--- src/rtl/voice_phase_acc.sv ---
// voice_phase_acc: time-multiplexed phase accumulator for NBANKS voices, driven by note-on/off commands.
// Latency: outputs are registered and show the bank scanned on the previous clk_en cycle (1 cycle).
// Backpressure: none. A command is taken on any clk_en cycle. A note-on with no free bank is dropped and flagged on o_drop.
//
// Ports:
//   clk, rst (async active-low), clk_en (advance enable)
//   i_cmd_valid / i_cmd_on / i_midi / i_incr : note command (on = 1, off = 0)
//   o_phase / o_midi / o_valid / o_bank      : state of the bank scanned last cycle
//   o_full  : all banks active after last cycle's command
//   o_drop  : one-cycle pulse, previous note-on was rejected
module voice_phase_acc #(
  parameter int NBANKS  = 10,
  parameter int PHASE_W = 16
) (
  input  logic               clk,
  input  logic               rst,
  input  logic               clk_en,
  input  logic               i_cmd_valid,
  input  logic               i_cmd_on,
  input  logic [6:0]         i_midi,
  input  logic [PHASE_W-1:0] i_incr,
  output logic [PHASE_W-1:0] o_phase,
  output logic [6:0]         o_midi,
  output logic               o_valid,
  output logic [3:0]         o_bank,
  output logic               o_full,
  output logic               o_drop
);

  // o_bank is 4 bits wide, so the scan index is 4 bits and NBANKS is limited to 16.
  localparam int              IDX_W    = 4;
  localparam logic [IDX_W-1:0] LAST_IDX = IDX_W'(NBANKS - 1);

  // Per-bank voice state
  logic [PHASE_W-1:0] phase_q [NBANKS];
  logic [PHASE_W-1:0] incr_q  [NBANKS];
  logic [6:0]         midi_q  [NBANKS];
  logic [NBANKS-1:0]  active_q;

  logic [PHASE_W-1:0] phase_d [NBANKS];
  logic [PHASE_W-1:0] incr_d  [NBANKS];
  logic [6:0]         midi_d  [NBANKS];
  logic [NBANKS-1:0]  active_d;

  logic [IDX_W-1:0]   idx_q;
  logic [IDX_W-1:0]   idx_d;

  // Command decode
  logic               cmd_acc;
  logic               match_hit;
  logic [IDX_W-1:0]   match_idx;
  logic               free_hit;
  logic [IDX_W-1:0]   free_idx;
  logic               do_retrig;
  logic               do_alloc;
  logic               do_off;
  logic               drop_d;

  // Currently scanned bank, muxed out for the output registers
  logic [PHASE_W-1:0] sel_phase;
  logic [6:0]         sel_midi;
  logic               sel_valid;

  assign cmd_acc = i_cmd_valid & clk_en;

  // Match is searched among active banks only. Allocation always takes
  // the lowest-index free bank, which keeps voice placement deterministic.
  always_comb begin
    match_hit = 1'b0;
    match_idx = '0;
    free_hit  = 1'b0;
    free_idx  = '0;
    for (int b = 0; b < NBANKS; b++) begin
      if (!match_hit && active_q[b] && (midi_q[b] == i_midi)) begin
        match_hit = 1'b1;
        match_idx = IDX_W'(b);
      end
      if (!free_hit && !active_q[b]) begin
        free_hit = 1'b1;
        free_idx = IDX_W'(b);
      end
    end
  end

  assign do_retrig = cmd_acc &  i_cmd_on & match_hit;
  assign do_alloc  = cmd_acc &  i_cmd_on & ~match_hit & free_hit;
  assign do_off    = cmd_acc & ~i_cmd_on & match_hit;
  assign drop_d    = cmd_acc &  i_cmd_on & ~match_hit & ~free_hit;

  assign idx_d = (idx_q == LAST_IDX) ? '0 : idx_q + 1'b1;

  always_comb begin
    sel_phase = '0;
    sel_midi  = '0;
    sel_valid = 1'b0;
    for (int b = 0; b < NBANKS; b++) begin
      if (idx_q == IDX_W'(b)) begin
        sel_phase = phase_q[b];
        sel_midi  = midi_q[b];
        sel_valid = active_q[b];
      end
    end
  end

  // Next-state per bank. The accumulate of the scanned bank is written
  // first so that a command hitting the same bank overrides it.
  always_comb begin
    active_d = active_q;
    for (int b = 0; b < NBANKS; b++) begin
      phase_d[b] = phase_q[b];
      incr_d[b]  = incr_q[b];
      midi_d[b]  = midi_q[b];

      if (clk_en && (idx_q == IDX_W'(b)) && active_q[b]) begin
        phase_d[b] = phase_q[b] + incr_q[b];
      end

      if (do_retrig && (match_idx == IDX_W'(b))) begin
        phase_d[b] = '0;
        incr_d[b]  = i_incr;
      end

      if (do_alloc && (free_idx == IDX_W'(b))) begin
        active_d[b] = 1'b1;
        midi_d[b]   = i_midi;
        incr_d[b]   = i_incr;
        phase_d[b]  = '0;
      end

      if (do_off && (match_idx == IDX_W'(b))) begin
        active_d[b] = 1'b0;
        phase_d[b]  = '0;
      end
    end
  end

  always_ff @(posedge clk or negedge rst) begin
    if (!rst) begin
      for (int b = 0; b < NBANKS; b++) begin
        phase_q[b] <= '0;
        incr_q[b]  <= '0;
        midi_q[b]  <= '0;
      end
      active_q <= '0;
      idx_q    <= '0;
      o_phase  <= '0;
      o_midi   <= '0;
      o_valid  <= 1'b0;
      o_bank   <= '0;
      o_full   <= 1'b0;
      o_drop   <= 1'b0;
    end else begin
      // The drop flag is a strict one-cycle pulse, so it clears even while stalled.
      o_drop <= drop_d;
      if (clk_en) begin
        for (int b = 0; b < NBANKS; b++) begin
          phase_q[b] <= phase_d[b];
          incr_q[b]  <= incr_d[b];
          midi_q[b]  <= midi_d[b];
        end
        active_q <= active_d;
        idx_q    <= idx_d;
        // Outputs carry the pre-update state of the scanned bank.
        o_phase  <= sel_phase;
        o_midi   <= sel_midi;
        o_valid  <= sel_valid;
        o_bank   <= idx_q;
        o_full   <= &active_d;
      end
    end
  end

endmodule

--- config.mk ---
export PLATFORM = sky130hd
export DESIGN_NAME = voice_phase_acc
export DESIGN_NICKNAME = d
export VERILOG_FILES = /design/src/rtl/voice_phase_acc.sv
export SDC_FILE = /design/constraint.sdc
export NUM_CORES = 1
export LEC_CHECK = 0
export BUFFER_PORTS_ARGS = -buffer_cell sky130_fd_sc_hd__buf_4
export CAP_MARGIN = 20
export CORE_MARGIN = 2
export CORE_UTILIZATION = 45
export CTS_CLUSTER_SIZE = 24
export DETAILED_ROUTE_END_ITERATION = 16
export PLACE_DENSITY = 0.73
export SYNTH_ARGS = -nofsm -noshare
export SYNTH_HDL_FRONTEND = slang
export SYNTH_SLANG_ARGS = --single-unit
--- constraint.sdc ---
create_clock -name clk -period 6.5 [get_ports clk]
set_input_delay 0.975 -clock clk [delete_from_list [all_inputs] [get_ports clk]]
set_output_delay 0.975 -clock clk [all_outputs]
set_load 0.02 [all_outputs]
==> flow_summary.json, run 1 <==
{
  "pwr-share-clk": 0.232,
  "fin_skew_ns": 0.0222,
  "start_util": 0.452,
  "tightest_slew_ns": 1.16,
  "avgViaCountPerCell": 6.19,
  "cts_tree": "built",
  "hold_path.class": "input pin to async pin",
  "finalHoldViolations": 0,
  "vias": 19400,
  "slowest_stage": "a2111oi_0",
  "yosys.area.top_type": "dfrtp_1",
  "drive_gt1_frac": 0.200,
  "setup_viol": 0,
  "p_leak_uw": 0.0132,
  "cts_max_level": 2,
  "post_cts_buffers": 0,
  "max_clock_freq_mhz": 241,
  "finalCriticalPeriod_ns": 4.15,
  "dieArea_sq_um": 58300,
  "rrSetupSlack_ns": 2.62,
  "drc": 0,
  "ys.flop_type": "dfrtp_1",
  "crit_top_cell": "nand4_1",
  "fin_area_sq_um": 28200,
  "avgSynthCellArea_sq_um": 11.0,
  "synth.top_cell.area_share": 0.428,
  "async_flop_share": 1.00,
  "clk_pin_slew_worst_paths_ns": 0.06,
  "final.setup.tns_ns": 0,
  "layout_common_cells": "dfrtp_1, mux2_2, xnor2_1",
  "vdd_drop_max_mv": 0.207,
  "dp_hpwl_um": 50600,
  "chipWidth_um": 241,
  "setup_ws_ns": 2.35,
  "p_sw_uw": 4600,
  "yosys-top-cells-area": "dfrtp_1, mux2_2, ha_1",
  "layout_commonest_cell": "dfrtp_1",
  "first_iter_violations": 1845,
  "syn_nets": 2495,
  "synthCells": 2307,
  "cp_num_buf_inv": 1,
  "die_y_um": 241,
  "crit_fanout": 72,
  "status": "complete, no violations",
  "cp-end-kind": "register",
  "yosys_warnings": 0,
  "crit_family": "simple AND/OR/NAND/NOR gates",
  "cp_cell_sequence": "buf_4 > and2_1 > nand2_1 > nor3_1 > nand4_1 > o2bb2ai_1 > a2111oi_0 > nand4_1 > o32ai_1",
  "p_seq_frac": 0.366,
  "rsz0062_at_grt": "false",
  "start_kind": "input pin",
  "drt-total-wl_um": 71400,
  "wl_per_cell_um": 22.8,
  "dp_worst_setup_slack_ns": 1.70,
  "clock-sinks": 434,
  "cts_hold_buf": 0,
  "grt_pass1_vias": 18900,
  "swShare": 0.381,
  "fin_crit_sh": 0.638,
  "p_per_area_nw_per_um2": 428,
  "io_pins": 58,
  "nets": 2523,
  "p_int_uw": 7460,
  "synth-edff-count": 0,
  "grt_pass1_wl_um": 111000,
  "critical_path_class": "input pin to register",
  "fp-row-count": 87,
  "cpPeakStageDelay_ns": 0.68,
  "root_buffer": "clkbuf_16",
  "syn_area_sq_um": 25400,
  "grt_usage": 0.247,
  "maxSlewViolCount": 0,
  "grt_max_degree": 157,
  "area_delta_synth_final_pct": 11.2,
  "ant_nets": 0,
  "ys_ff_latch": 434,
  "cts_buffer_depth": 3,
  "arrival_ns": 4.66,
  "drt-pass1-iter-count": 8,
  "power_frac_comb": 0.401,
  "cap_violations": 0,
  "cts_made_buffers": 47,
  "synthDistinctLibCells": 81,
  "crit_required_ns": 7.01,
  "grt_antenna_before_repair": 1,
  "seq_area_frac_synth": 0.428,
  "io_buffers": 57,
  "worstSkewPairLatency_ns": 0.60,
  "core_area_sq_um": 56100,
  "cts-resized-gates": 0,
  "slew_headroom": 0.223,
  "post_dp_cell_area_sq_um": 26500,
  "routabilityCongestion": 0.925,
  "grt-ovfl-total": 0
}
## worst reg2reg max path, stage by stage, from the launching register on
cell and delay, ns:
dfrtp_1 0.43, xnor2_1 0.20, nand4_1 0.13, nor2_1 0.57, nor3_2 0.16, nand3_1 0.34
nor4_4 0.16, a21oi_2 0.81, and3_1 0.74, a22o_1 0.27
## worst paths after layout
path | start | to | cells after the start
min | rst | phase_q[8] | 1
min in group clk | o_phase[7] | o_phase[7] | 1
max reg2reg | midi_q[28] | phase_q[115] | 9
max | clk_en | o_full | 9
min reg2reg | o_phase[7] | o_phase[7] | 1
max in group asynchronous | rst | incr_q[96] | 2
## per-layer routing
layer	vias to the layer above	share of wire	GRT usage	routed length (um)
met2	711	0.45	0.387	32400
met1	9856	0.44	0.346	31500
li1	8692	-	-	-
met4	0	0.037	0.0917	2610
met5	-	0	0	0
met3	121	0.069	0.0374	4950
## cells by family (layout without fill, tap and decap cells)
group                      after synthesis  count (layout)  share of synthesized area
muxes                                  263             263                      0.126
and+or+nand+nor                        547             547                      0.109
adders and majority gates              160             160                     0.0819
AOI/OAI and AO/OA                      566             566                      0.161
other                                    0               2                          0
xor gates and xnor gates               199             199                     0.0687
DFF                                    434             434                      0.428
buffers and inverters                  138             204                     0.0247
## area by class of cell
type / instances / area, sq um
multi-input combinational: 1735 / 13900
fill: 4892 / 27900
sequential: 434 / 10900
clock inverter: 22 / 250
tap: 756 / 946
clock buffer: 65 / 1370
antenna: 2 / 5.00
inverter: 28 / 105
timing repair buffer: 89 / 736
## through the flow
step           instances   util  power, uW  hold WS (ns)
2_1_floorplan       2307      -       7790         0.462
3_3_place_gp        3037  0.472       8990         0.473
3_5_place_dp        3039  0.473       9200         0.472
4_1_cts             3126  0.502      12000         0.383
5_1_grt             3129  0.503      12800         0.401
6_report            3131  0.503      12100         0.367
## power groups by stage
stage	sequential (uW)	clock [uW]	combinational (uW)
6_report	4420	2800	4840
5_1_grt	4520	2950	5280
4_1_cts	4390	2830	4810
3_5_place_dp	4430	0	4770
3_3_place_gp	4380	0	4610
2_1_floorplan	4130	0	3660
## sequential cells by signal (all words and copies together) (netlist names), 4 cells and up
register / count
incr_q: 160
midi_q: 70
active_q: 10
o_phase: 16
phase_q: 160
o_midi: 7
o_bank: 4
idx_q: 4
## synthesized netlist by cell type (all sizes together) (18+ instances only)
master,number
nand3,59
a21oi,133
nand4,38
a22o,121
a221oi,21
mux4,18
dfrtp,434
o21a,23
a31oi,27
o21ai,57
nand2,125
nor2,149
ha,150
clkbuf,57
a21o,31
a22oi,44
mux2,239
inv,28
and3,28
buf,53
nor3,52
or3,18
xnor2,153
xor2,46
Power figures use the tool's default switching activity.
==> run 2, diff against run 1 <==
clock period = 4.2 ns   (was 6.5 ns; I/O delays follow)
==> flow_summary.json, run 2 (synthesized netlist as in run 1, its figures left out) <==
{
  "p_leak_uw": 0.0134,
  "crit_fanout": 3,
  "crit_required_ns": 4.69,
  "fin_util": 0.509,
  "rsz0062_at_grt": "false",
  "pwr-share-clk": 0.242,
  "setup_viol": 0,
  "first_iter_violations": 1718,
  "power_frac_comb": 0.398,
  "finalHoldViolations": 0,
  "io_pins": 58,
  "io_buffers": 57,
  "grt_pass1_wl_um": 113000,
  "clock-sinks": 434,
  "cp-end-kind": "register",
  "drc": 0,
  "drive_gt1_frac": 0.211,
  "largestRegisters": "incr_q x160, phase_q x160, midi_q x70",
  "cts_buffer_depth": 3,
  "gr-usage-met1": 0.364,
  "cts_hold_buf": 0,
  "max_clock_freq_mhz": 287,
  "arrival_ns": 3.97,
  "start_kind": "register",
  "dieArea_sq_um": 58300,
  "wl_per_cell_um": 23.0,
  "r2r_cells": 11,
  "grt_antenna_before_repair": 2,
  "core_area_sq_um": 56100,
  "cts-resized-gates": 0,
  "layout_common_cells": "dfrtp_1, mux2_2, xnor2_1",
  "root_buffer": "clkbuf_16",
  "drt-total-wl_um": 72700,
  "grt.met2_usage": 0.379,
  "grt_max_degree": 131,
  "multi_input_area_sq_um": 13900,
  "grt.busiest_layer": "met2",
  "worstSetupStartpoint": "phase_q[32]",
  "critical_path_class": "register to register",
  "die_y_um": 241,
  "regArea_sq_um": 10900,
  "slew_headroom": 0.305,
  "cts_max_level": 2,
  "p_seq_frac": 0.360,
  "post_cts_buffers": 0,
  "vdd_drop_max_mv": 0.336,
  "fin_crit_sh": 0.830,
  "swShare": 0.378,
  "status": "complete, no violations",
  "p_int_uw": 11800,
  "grt-ovfl-total": 0,
  "cts_made_buffers": 49,
  "grt_pass1_vias": 19200,
  "p_sw_uw": 7170,
  "vias": 19600,
  "rr_startpoint": "phase_q[32]",
  "dp_hpwl_um": 51300,
  "avgViaCountPerCell": 6.19,
  "drt-pass1-iter-count": 5,
  "clk_pin_slew_worst_paths_ns": 0.06,
  "ant_nets": 0,
  "layout_commonest_cell": "dfrtp_1",
  "start_util": 0.452,
  "rrSetupSlack_ns": 0.71,
  "chipWidth_um": 241,
  "grtUsageMet3": 0.0383,
  "area_delta_synth_final_pct": 12.4,
  "crit_end": "phase_q[46]",
  "finalCriticalPeriod_ns": 3.49,
  "maxSlewViolCount": 0,
  "timing.rr.end": "phase_q[46]",
  "final.setup.tns_ns": 0,
  "hold_path.class": "input pin to async pin",
  "routabilityCongestion": 0.924,
  "p_per_area_nw_per_um2": 666,
  "cap_violations": 0,
  "worstSkewPairLatency_ns": 0.60,
  "fin_skew_ns": 0.0224,
  "setup_ws_ns": 0.715,
  "tightest_slew_ns": 1.04,
  "cts_tree": "built",
  "fp-row-count": 87,
  "grt_usage": 0.251,
  "nets": 2557,
  "nFillCells": 4832,
  "dp_worst_setup_slack_ns": 0.527,
  "power.total_uw": 19000
}
## run 2: changes by cell type in the layout (fill, tap and decap cells not counted), moves of 2 or more
| cell | before | now |
|---|---|---|
| clkinv_8 | 2 | 0 |
| clkbuf_1 | 5 | 8 |
| clkinvlp_4 | 4 | 2 |
| buf_4 | 82 | 117 |
| buf_6 | 2 | 0 |
| clkbuf_16 | 47 | 51 |
## run 2: worst max-delay path, cell delays in order, from the launching register on
cell and delay, ns:
dfrtp_1 0.40, ha_1 0.26, fa_1 0.42, a21o_1 0.18, a21o_1 0.21, a2111oi_0 0.49
nor3_1 0.14, a41o_1 0.28, o41ai_1 0.50, o21a_1 0.23, xnor2_1 0.06, a22o_1 0.19
## run 2: area by class of cell
type / instances / area share
multi-input combinational: 1735 / 0.488
sequential: 434 / 0.381
clock buffer: 73 / 0.0526
timing repair buffer: 121 / 0.0334
tap: 756 / 0.0332
clock inverter: 19 / 0.00829
inverter: 28 / 0.00369
antenna: 1 / 0.0000878
## run 2: layer usage
metal  up-vias  share of wire
li1       8750              -
met4         2          0.036
met3       121          0.076
met1      9983           0.45
met5         -        0.00018
met2       745           0.44
## run 2: worst min path at each step
stage | startpoint | endpoint | slack [ns]
floorplan | rst | active_q[0] | 0.33
CTS | rst | phase_q[11] | 0.21
global route | rst | phase_q[11] | 0.26
detailed placement | o_phase[14] | o_phase[14] | 0.48
global placement | o_phase[7] | o_phase[7] | 0.47
finish | rst | phase_q[11] | 0.18
## run 2: power groups by stage
stage,logic [uW],clock network [uW],registers (uW)
2_1_floorplan,5660,0,6390
3_3_place_gp,7160,0,6800
4_1_cts,7500,4640,6800
3_5_place_dp,7440,0,6850
6_report,7560,4590,6840
5_1_grt,8250,4810,7000
## run 2: stage by stage
step | cell area, sq um | hold slack [ns] | std cells
final | 28500 | 0.185 | 3167
after global routing | 28500 | 0.255 | 3166
after CTS | 28500 | 0.206 | 3166
after detailed placement | 26800 | 0.477 | 3074
after global placement | 26800 | 0.469 | 3074
after floorplan | 25400 | 0.334 | 2307
==> run 3, diff against run 2 <==
PLACE_DENSITY = 0.75   (was 0.73)
clock period = 2.9 ns   (was 4.2 ns; I/O delays follow)
==> flow_summary.json, run 3 (synthesized netlist as in run 1, its figures left out) <==
{
  "largestRegisters": "incr_q x160, phase_q x160, midi_q x70",
  "p_leak_uw": 0.0145,
  "p_per_area_nw_per_um2": 944,
  "drt-pass1-iter-count": 7,
  "avgViaCountPerCell": 6.13,
  "grt_pass1_vias": 20700,
  "layout_commonest_cell": "dfrtp_1",
  "dp_worst_setup_slack_ns": -0.153,
  "cts_buffer_depth": 3,
  "cap_violations": 0,
  "tightest_slew_ns": 0.834,
  "root_buffer": "clkbuf_16",
  "p_sw_uw": 10900,
  "pwr-share-clk": 0.236,
  "cts_tree": "built",
  "swShare": 0.378,
  "dp_hpwl_um": 53900,
  "area_delta_synth_final_pct": 20.6,
  "diodes": 0,
  "cpPeakStageDelay_ns": 0.42,
  "clk_pin_slew_worst_paths_ns": 0.07,
  "die_y_um": 241,
  "cp-end-kind": "register",
  "cts_made_buffers": 50,
  "chipWidth_um": 241,
  "start_util": 0.452,
  "nets": 2727,
  "io_buffers": 57,
  "setup_viol": 0,
  "grt.met2_usage": 0.418,
  "drt-total-wl_um": 76300,
  "fin_util": 0.546,
  "maxSlewViolCount": 0,
  "crit_top_cell": "a211o_1",
  "grt_antenna_before_repair": 4,
  "slew_headroom": 0.444,
  "final.setup.tns_ns": 0,
  "drc": 0,
  "p_seq_frac": 0.338,
  "rsz0062_at_grt": "true",
  "first_iter_violations": 1778,
  "fin_skew_ns": 0.0322,
  "max_clock_freq_mhz": 346,
  "wl_per_cell_um": 22.9,
  "critical_path_class": "register to register",
  "grt_pass1_wl_um": 118000,
  "grt_max_degree": 88,
  "cp_cell_sequence": "ha_4 > a211o_1 > a2111oi_2 > buf_4 > o31ai_4 > o41ai_2 > o21ai_1 > a211o_1 > nand3_2 > xnor2_2 > nor2_1",
  "slowest_stage": "dfrtp_2",
  "crit_family": "compound AO/OA/AOI/OAI gates",
  "power_frac_comb": 0.426,
  "p_int_uw": 17900,
  "vdd_drop_max_mv": 0.508,
  "start_kind": "register",
  "grt-ovfl-total": 0,
  "vias": 20400,
  "worstSkewPairLatency_ns": 0.62,
  "dieArea_sq_um": 58300,
  "routabilityCongestion": 0.941,
  "post_dp_cell_area_sq_um": 28200,
  "layout_common_cells": "dfrtp_1, buf_4, mux2_2",
  "gr-usage-met1": 0.355,
  "fin_area_sq_um": 30600,
  "crit_fanout": 3,
  "post-place-cells": 3217,
  "finalHoldViolations": 0,
  "clock-sinks": 434,
  "grt.busiest_layer": "met2",
  "fin_cells": 3336,
  "io_pins": 58,
  "drive_gt1_frac": 0.286,
  "cp_num_buf_inv": 1,
  "cts_max_level": 2,
  "grtUsageMet3": 0.0381,
  "fin_crit_sh": 0.998,
  "core_area_sq_um": 56100,
  "finalCriticalPeriod_ns": 2.89,
  "grt_usage": 0.262,
  "fp-row-count": 87,
  "status": "complete, no violations",
  "crit_required_ns": 3.40,
  "setup_ws_ns": 0.00619,
  "ant_nets": 0,
  "arrival_ns": 3.40,
  "hold_path.class": "input pin to register"
}
run 3: timing repair:
action,4_1_cts,5_1_grt
resized for setup,21,66
pin swaps,9,34
endpoints found under the setup margin,12,67
endpoints found under the hold margin,74,0
hold buffers,1,0
setup buffers,9,17
run 3: worst reg2reg max path, delay by kind of cell (launching register included):
kind	cells	cell delay, ns
simple gates	2	0.15
flops	1	0.42
buf+inv	1	0.20
compound gates	6	1.65
xor+xnor	1	0.12
fa+ha+maj	1	0.24
run 3: stage by stage:
step | hold slack, ns | power [uW]
after floorplan | 0.139 | 17500
after global placement | 0.472 | 20900
after detailed placement | 0.469 | 21500
after CTS | 0.157 | 28500
after global routing | 0.187 | 30400
final | 0.185 | 28900
run 3: area by class of cell:
type / count / area [sq um]
clock buffers: 70 / 1420
clock inverters: 23 / 362
fillers: 4628 / 25500
inverters: 28 / 105
multi-input cells: 1735 / 14300
flip-flops and latches: 434 / 10900
well taps: 756 / 946
repair buffers: 290 / 2560
run 3: path summary, 6_finish.rpt:
kind | cells after the start | endpoint | slack, ns | startpoint
setup reg to reg | 11 | phase_q[15] | 0.006 | phase_q[1]
hold reg to reg | 1 | o_phase[14] | 0.50 | o_phase[14]
setup / recovery | 11 | phase_q[15] | 0.006 | phase_q[1]
max in group asynchronous | 3 | incr_q[26] | 1.56 | rst
hold / removal | 2 | o_midi[0] | 0.18 | clk_en
min in group asynchronous | 2 | incr_q[102] | 0.45 | rst
run 3: metal layers:
layer / up-vias / wire length [um]
met5: - / 9
met4: 2 / 3400
met3: 175 / 4960
met2: 743 / 35300
met1: 10400 / 32700
li1: 9097 / -
run 3: power by group through the flow:
stage | sequential [uW] | clock (uW) | combinational, uW
after detailed placement | 9770 | 0 | 11700
final | 9770 | 6810 | 12300
after global placement | 9640 | 0 | 11300
after floorplan | 9260 | 0 | 8200
after CTS | 9710 | 6880 | 11900
after global routing | 9980 | 7130 | 13300
